`config.mk`:
```
export PLATFORM = sky130hd
export DESIGN_NAME = recompositor_division_iterativo
export DESIGN_NICKNAME = d
export VERILOG_FILES = /design/src/rtl/recompositor_division_iterativo.sv
export SDC_FILE = /design/constraint.sdc
export NUM_CORES = 1
export LEC_CHECK = 0
export BUFFER_PORTS_ARGS = -buffer_cell sky130_fd_sc_hd__buf_2
export CORE_MARGIN = 1.5
export CORE_UTILIZATION = 25
export DETAILED_ROUTE_END_ITERATION = 10
export PLACE_DENSITY = 0.47
export SYNTH_ARGS = -nofsm -noshare
export SYNTH_HDL_FRONTEND = slang
export SYNTH_SLANG_ARGS = --single-unit
```
`constraint.sdc`:
```
create_clock -name CLK -period 6.41 [get_ports CLK]
set_clock_uncertainty 0.1 [all_clocks]
set_input_delay 0.641 -clock CLK [delete_from_list [all_inputs] [get_ports CLK]]
set_output_delay 0.641 -clock CLK [all_outputs]
set_load 0.05 [all_outputs]
```
`src/rtl/recompositor_division_iterativo.sv`:
```
// Dividend reconstructor / signed multiply-accumulate: Prod = Coc*Den + Res.
// The signed product is built by an iterative radix-2 shift-add multiplier
// on operand magnitudes, followed by a one-cycle sign fix and addend step.
//
// Ports:
//   CLK   rising-edge clock
//   RST   synchronous active-high reset
//   Start request, sampled only while Busy=0
//   Coc   signed multiplicand (quotient)
//   Den   signed multiplier (divisor)
//   Res   signed addend (remainder)
//   Prod  signed 2*tamanyo-bit result Coc*Den+Res
//   Num   low tamanyo bits of Prod
//   Ovf   Prod not representable as a tamanyo-bit signed value
//   Busy  operation in progress
//   Done  one-cycle pulse, results valid
module recompositor_division_iterativo #(
    parameter int unsigned tamanyo = 32
) (
    input  logic                   CLK,
    input  logic                   RST,
    input  logic                   Start,
    input  logic [tamanyo-1:0]     Coc,
    input  logic [tamanyo-1:0]     Den,
    input  logic [tamanyo-1:0]     Res,
    output logic [2*tamanyo-1:0]   Prod,
    output logic [tamanyo-1:0]     Num,
    output logic                   Ovf,
    output logic                   Busy,
    output logic                   Done
);

    localparam int unsigned W  = tamanyo;
    localparam int unsigned W2 = 2 * tamanyo;
    localparam int unsigned CW = $clog2(tamanyo + 1);

    typedef enum logic [1:0] {IDLE, CALC, FIX} state_t;

    state_t          state_q, state_d;
    logic [W2-1:0]   acc_q, acc_d;
    logic [W-1:0]    mcand_q, mcand_d;
    logic [W-1:0]    mplier_q, mplier_d;
    logic [W-1:0]    res_q, res_d;
    logic            sign_q, sign_d;
    logic [CW-1:0]   cnt_q, cnt_d;

    logic [W2-1:0]   prod_d;
    logic [W-1:0]    num_d;
    logic            ovf_d, busy_d, done_d;

    logic [W:0]      sum_c;
    logic [W2-1:0]   fix_val_c;

    // State register
    always_ff @(posedge CLK) begin
        if (RST) state_q <= IDLE;
        else     state_q <= state_d;
    end

    // Next-state logic; counter reaching 1 means the last iteration runs now
    always_comb begin
        state_d = state_q;
        case (state_q)
            IDLE:    if (Start) state_d = CALC;
            CALC:    if (cnt_q == CW'(1)) state_d = FIX;
            FIX:     state_d = IDLE;
            default: state_d = IDLE;
        endcase
    end

    // Datapath and output next values
    always_comb begin
        acc_d    = acc_q;
        mcand_d  = mcand_q;
        mplier_d = mplier_q;
        res_d    = res_q;
        sign_d   = sign_q;
        cnt_d    = cnt_q;
        prod_d   = Prod;
        num_d    = Num;
        ovf_d    = Ovf;
        done_d   = 1'b0;
        busy_d   = (state_d != IDLE);

        // Upper-half add with carry-out kept as bit W
        sum_c     = {1'b0, acc_q[W2-1:W]} + {1'b0, (mplier_q[0] ? mcand_q : W'(0))};
        fix_val_c = (sign_q ? (~acc_q + W2'(1)) : acc_q) + {{W{res_q[W-1]}}, res_q};

        case (state_q)
            IDLE: begin
                if (Start) begin
                    // Most-negative operand negates to 2^(W-1), valid unsigned
                    mcand_d  = Coc[W-1] ? (~Coc + W'(1)) : Coc;
                    mplier_d = Den[W-1] ? (~Den + W'(1)) : Den;
                    sign_d   = Coc[W-1] ^ Den[W-1];
                    res_d    = Res;
                    acc_d    = '0;
                    cnt_d    = CW'(W);
                end
            end
            CALC: begin
                // Shift {carry, acc, multiplier} right by one
                acc_d    = {sum_c, acc_q[W-1:1]};
                mplier_d = {acc_q[0], mplier_q[W-1:1]};
                cnt_d    = cnt_q - CW'(1);
            end
            FIX: begin
                prod_d = fix_val_c;
                num_d  = fix_val_c[W-1:0];
                // Fits in W signed bits only if bits [W2-1:W-1] are all equal
                ovf_d  = !((&fix_val_c[W2-1:W-1]) || !(|fix_val_c[W2-1:W-1]));
                done_d = 1'b1;
            end
            default: ;
        endcase
    end

    // Datapath and output registers
    always_ff @(posedge CLK) begin
        if (RST) begin
            acc_q    <= '0;
            mcand_q  <= '0;
            mplier_q <= '0;
            res_q    <= '0;
            sign_q   <= 1'b0;
            cnt_q    <= '0;
            Prod     <= '0;
            Num      <= '0;
            Ovf      <= 1'b0;
            Busy     <= 1'b0;
            Done     <= 1'b0;
        end else begin
            acc_q    <= acc_d;
            mcand_q  <= mcand_d;
            mplier_q <= mplier_d;
            res_q    <= res_d;
            sign_q   <= sign_d;
            cnt_q    <= cnt_d;
            Prod     <= prod_d;
            Num      <= num_d;
            Ovf      <= ovf_d;
            Busy     <= busy_d;
            Done     <= done_d;
        end
    end

    a_done_after_fix: assert property (@(posedge CLK) disable iff (RST)
        Done |-> ($past(state_q) == FIX));
    a_busy_done_excl: assert property (@(posedge CLK)
        !(Busy && Done));
    a_busy_from_start: assert property (@(posedge CLK) disable iff (RST)
        $rose(Busy) |-> $past(Start));

endmodule

```
# ---- After elaboration in Yosys (flattened, before gate mapping)
# Cells that the tools add are included.
dict set report word_totals {
  reg_bits 268
  inputBits 99
  elab_cells 50
}
dict set report classes {
  n_addsub 6
  eq_ne 4
  n_mux 14
  n_bitwise 4
  n_reduce_logical 10
}
# op n
set ops {}
lappend ops {{two-way mux 32 bit} 4}
lappend ops {{two-way mux 64 bit} 2}
lappend ops {{case mux 64 bit (2 select lines)} 1}
lappend ops {{adder 32 x 1 -> 32 bit (second input constant)} 2}
lappend ops {{adder 64 x 1 -> 64 bit (second input constant)} 1}
lappend ops {{adder 64 bit} 1}
lappend ops {{NOT 32 bit} 2}
lappend ops {{NOT 64 bit} 1}
lappend ops {{case mux 32 bit (2 select lines)} 1}
lappend ops {{adder 32 x 32 -> 33 bit} 1}
lappend ops {{AND reduction 33 bit} 1}
lappend ops {{OR reduction 33 bit} 1}
lappend ops {{case mux 6 bit (2 select lines)} 1}
lappend ops {{== test 6 x 1 -> 1 bit (second input constant)} 1}
lappend ops {{two-way mux 6 bit} 1}
lappend ops {{subtractor 6 x 1 -> 6 bit (second input constant)} 1}
lappend ops {{two-way mux 2 bit} 2}
lappend ops {{case mux 2 bit (2 select lines)} 1}
lappend ops {{AND reduction 2 bit} 2}
lappend ops {{nonzero test 2 bit} 2}
lappend ops {{== test 2 x 1 -> 1 bit (second input constant)} 1}
lappend ops {{== test 2 bit (second input constant)} 1}
lappend ops {{zero test 1 bit} 2}
lappend ops {{zero test 2 bit} 1}
lappend ops {{4 further kinds} 4}

# ---- Depth between registers and ports, before layout
dict set report logic_depth {
  word_depth 8
  mapped_depth 25
  depth_no_buf 25
}

# ---- Worst setup path after synthesis
# Ideal clock, no wire load.
dict set report synth_path {
  kind {flip-flop to flip-flop}
  startpoint {reg acc_q[7]}
  endpoint {reg Ovf}
  setup_ps 131
  t_arrival_ps 6223
  t_required_ps 6179
  setup_slack_ps -44
  path_stages_with_launch 24
  n_path_buf 0
  path_cell_list {dfxtp_1 -> or4_4 -> or3_4 -> or4_4 -> or4_4 -> nor2_4 -> nand3b_2 -> or2_1 -> or3_1 -> or2_4 -> o31ai_2 -> xnor2_1 -> ha_1 -> and3_1 -> nand4_1 -> nor3_1 -> inv_1 -> a31o_2 -> a211o_1 -> nor4_1 -> nand4_1 -> or4_1 -> nor4_1 -> o41ai_2}
}
dict set report synth_between {
  elab_chain_cells 8
  word_cells_on_any_way 9
  cone_classes {add/sub (2); mux (1); bitwise (1); reduce/logical (5)}
}
# item line
set synth_rtl {}
lappend synth_rtl {{start: declaration} 40} ;# logic [W2-1:0] acc_q, acc_d;
lappend synth_rtl {{start signal: assignment} 121} ;# acc_q <= '0;
lappend synth_rtl {{start signal: assignment} 133} ;# acc_q <= acc_d;
lappend synth_rtl {{NOT 64 bit} 87} ;# fix_val_c = (sign_q ? (~acc_q + W2'(1)) : acc_q) + {{W{res_q[W-1]}}, res_q};
lappend synth_rtl {{adder 64 x 1 -> 64 bit} 87}
lappend synth_rtl {{two-way mux 64 bit *} 87}
lappend synth_rtl {{adder 64 bit *} 87}
lappend synth_rtl {{OR reduction 33 bit} 111} ;# ovf_d = !((&fix_val_c[W2-1:W-1]) || !(|fix_val_c[W2-1:W-1]));
lappend synth_rtl {{zero test 1 bit} 111}
lappend synth_rtl {{logical OR 1 bit *} 111}
lappend synth_rtl {{zero test 1 bit *} 111}
lappend synth_rtl {{end signal: assignment} 141} ;# Ovf <= ovf_d;
lappend synth_rtl {{end: declaration} 28} ;# output logic Ovf,
# Every way passes the cells marked *; elsewhere a longest branch is shown, timed or not.
# A chain may end at the register's enable or synchronous reset.

# ---- Worst setup path after layout
# Ends and elaborated chain as after synthesis.

==> out/metrics.yaml <==
drt:
  vias_per_cell: 4.90
  routedWlPerCell_um: 16.0
  first_iter_violations: 967
  vias: 16700
  first_pass_iters: 5
  wl_um: 54500
  drc: 0
  ant_nets: 0
global_route:
  gr-usage-met1_pct: 22.0
  busiest_layer: "met2"
  grt_util_met3_pct: 2.08
  grt_pass1_vias: 15900
  grtUsageTotal_pct: 15.2
  met2_usage_pct: 23.8
  grt_pass1_wl_um: 86700
  antenna_found_initial: 6
  grt_overflow: 0
  grt_start_max_net_pins: 110
layout:
  area_growth_pct: 25.8
  fin_nets: 2724
  fillerInstances: 7185
  final_common_cell: "nand2_1"
  multi_input_area_sq_um: 11800
  ff_latch_area_sq_um: 4730
  fin_cells: 3407
  drive_above_1_share_pct: 21.5
  final_cell_mix: "nand2_1, dfxtp_1, a21oi_1"
synth:
  synth_edf_count: 0
  yosys.area.top_type_share_pct: 27.9
  synth-async-reset-ratio_pct: 0
  syn-instance-count: 2214
  syn_area_sq_um: 16900
  syn_area_per_cell_sq_um: 7.65
  syn_nets: 2429
  synthTopCellsByArea: "dfxtp_1, ha_1, nand2_1"
  ys_ff_latch: 236
  ys.flop_type: "dfxtp_1"
  synth_warnings: 0
  synth.distinct_cells: 78
  ys_seq_area_share_pct: 27.9
  synth_top_area_cell: "dfxtp_1"
critical_path:
  cp.arrival_ns: 6.82
  cp_max_fo: 5
  slowest_stage: "or4_4"
  setup.worst_path.start_class: "register"
  worstSetupPathType: "reg2reg"
  cp_common_cell: "buf_4"
  required_ns: 6.79
  reg2reg_slack_ns: -0.04
  crit_path_end_kind: "register"
  max_stage_delay_ns: 0.54
  path_buf_inv: 3
  critPathTopFamily: "simple AND/OR/NAND/NOR gates"
  r2r_start: "acc_q[7]"
  rr_endpoint: "Ovf"
  r2r.worst_path.cells: 25
flow_run:
  maxCapViolCount: 0
timing:
  max_slew_margin_pct: 20.2
  finalCriticalPeriod_ns: 6.45
  fin_ws_ns: -0.0360
  hold_slack_ns: 0.207
  setup_violations: 1
  rsz0062_at_grt: "yes"
  drv_slew: 0
  post-route-period-util_pct: 101
  worst_pin_slew_ns: 1.20
  final_hold_viol_count: 0
  clock.fmax_mhz: 155
hold_path:
  hp-class: "in2reg"
  hold_start: "Res[17]"
  min_to: "res_q[17]"
  hold_path_depth: 3
clock_network:
  cts_tree: "built"
  cts-root-buf: "clkbuf_16"
  cts_inserted_buffers: 29
  hold_buffers: 0
  worstSkewPairLatency_ns: 0.58
  clock_sinks: 236
  cts_buffer_depth: 3
  clk_pin_slew_ns: 0.06
  cts.htree.levels: 1
power:
  vdd_drop_max_mv: 0.189
  p_leak_nw: 9.25
  p_per_area_nw_per_um2: 187
run_status:
  outcome: "finished, violations left"
  violations: "negative setup slack"
placement:
  gp_congestion: 0.880
  dp_cells: 3340
  io_buffers: 197
  dp_hpwl_um: 42700
floorplan:
  chipWidth_um: 263
  die_y_um: 263
  coreArea_sq_um: 67200
  start_util_pct: 25.2
  rows: 95
  design.die.area_sq_um: 69300
  io_pins: 198
[what timing repair did]
action | CTS | global route
endpoints found under the setup margin | 3 | 3
pin swaps | 30 | 14
gates resized for setup | 42 | 19
setup buffers | 8 | 3
[cell families (layout without fill, tap and decap cells)]
logic type | count (synthesis) | after routing | synth area share, %
simple gates | 805 | 805 | 22.6
flops | 236 | 236 | 27.9
mux | 5 | 5 | 0.295
compound gates | 680 | 680 | 25.7
buf+inv | 176 | 493 | 4.70
other cells | 0 | 3 | 0
fa+ha+maj | 116 | 116 | 8.65
xor+xnor | 196 | 196 | 10.1
[report_power, final]
group	internal, W	switching, W
Sequential	0.00153	0.0000486
Combinational	0.000279	0.000412
Clock	0.00104	0.000682
Total	0.00285	0.00114
[metrics by stage]
step           util (%)  setup TNS [ns]  power (W)  setup WS [ns]  instance area, sq um
6_report           31.7         -0.0360    0.00399        -0.0360                 21300
2_1_floorplan         -               0    0.00202         0.0213                 17000
3_5_place_dp       29.6          -0.892    0.00228         -0.541                 19900
4_1_cts            31.5         -0.0828    0.00405        -0.0828                 21200
5_1_grt            31.7          -0.348    0.00419         -0.315                 21300
3_3_place_gp       29.6          -0.377    0.00227         -0.356                 19900
[area by class of cell]
class | instances | share of cell area, %
clock buffers | 39 | 3.91
repair buffers | 406 | 12.0
well taps | 873 | 5.13
flip-flops and latches | 236 | 22.2
multi-input cells | 1802 | 55.3
clock inverters | 14 | 0.846
inverters | 34 | 0.599
diodes | 3 | 0.0352
[flip-flops by register name (all words and copies together) (netlist names), 2 cells and up]
signal    cells
Prod         64
acc_q        64
cnt_q         6
mcand_q      32
mplier_q     32
res_q        32
state_q       2
[layer usage]
layer / wire [um] / up-vias
met2: 23400 / 301
met4: 1070 / 8
li1: - / 8560
met3: 1970 / 68
met1: 28000 / 7760
met5: 56 / -
[tightest hold or removal path: cells and delay by family]
family                 cells  cell delay (ns)
and+or+nand+nor            1             0.05
buffers and inverters      1             0.09
AOI/OAI and AO/OA          1             0.05
[worst max path at each step]
stage                     endpoint     start  slack (ns)  depth (start not counted)
after floorplan                Ovf  acc_q[7]        0.02                         23
after global placement         Ovf  acc_q[7]       -0.36                         24
after detailed placement       Ovf  acc_q[7]       -0.54                         24
after CTS                      Ovf  acc_q[7]       -0.08                         24
after global routing           Ovf  acc_q[7]       -0.32                         28
final                          Ovf  acc_q[7]       -0.04                         25
[cell usage after synthesis, types with 5 or more instances]
master	instances
xnor2_1	118
or2_2	10
a211oi_1	81
nand3_1	34
nand2b_1	24
mux2i_1	5
nor3_1	35
a22o_1	37
nand3b_1	5
o21ai_0	128
buf_4	32
a221oi_1	7
ha_1	114
a21o_1	35
a31o_2	5
nor2_1	202
xor2_1	78
dfxtp_1	236
a21oi_1	225
a2111oi_0	5
a21boi_0	6
o211ai_1	5
nand2_1	308
or4_1	17
o21bai_1	20
buf_1	12
nor2b_1	11
nor4_1	16
inv_1	34
a31oi_1	14
clkbuf_1	95
a211o_1	6
o31ai_1	42
and4_1	5
and2_1	46
and3_1	11
nand4_1	22
or3_1	34
o21a_1	11
o41ai_1	21
No activity file was read; power rests on OpenSTA's default activity.
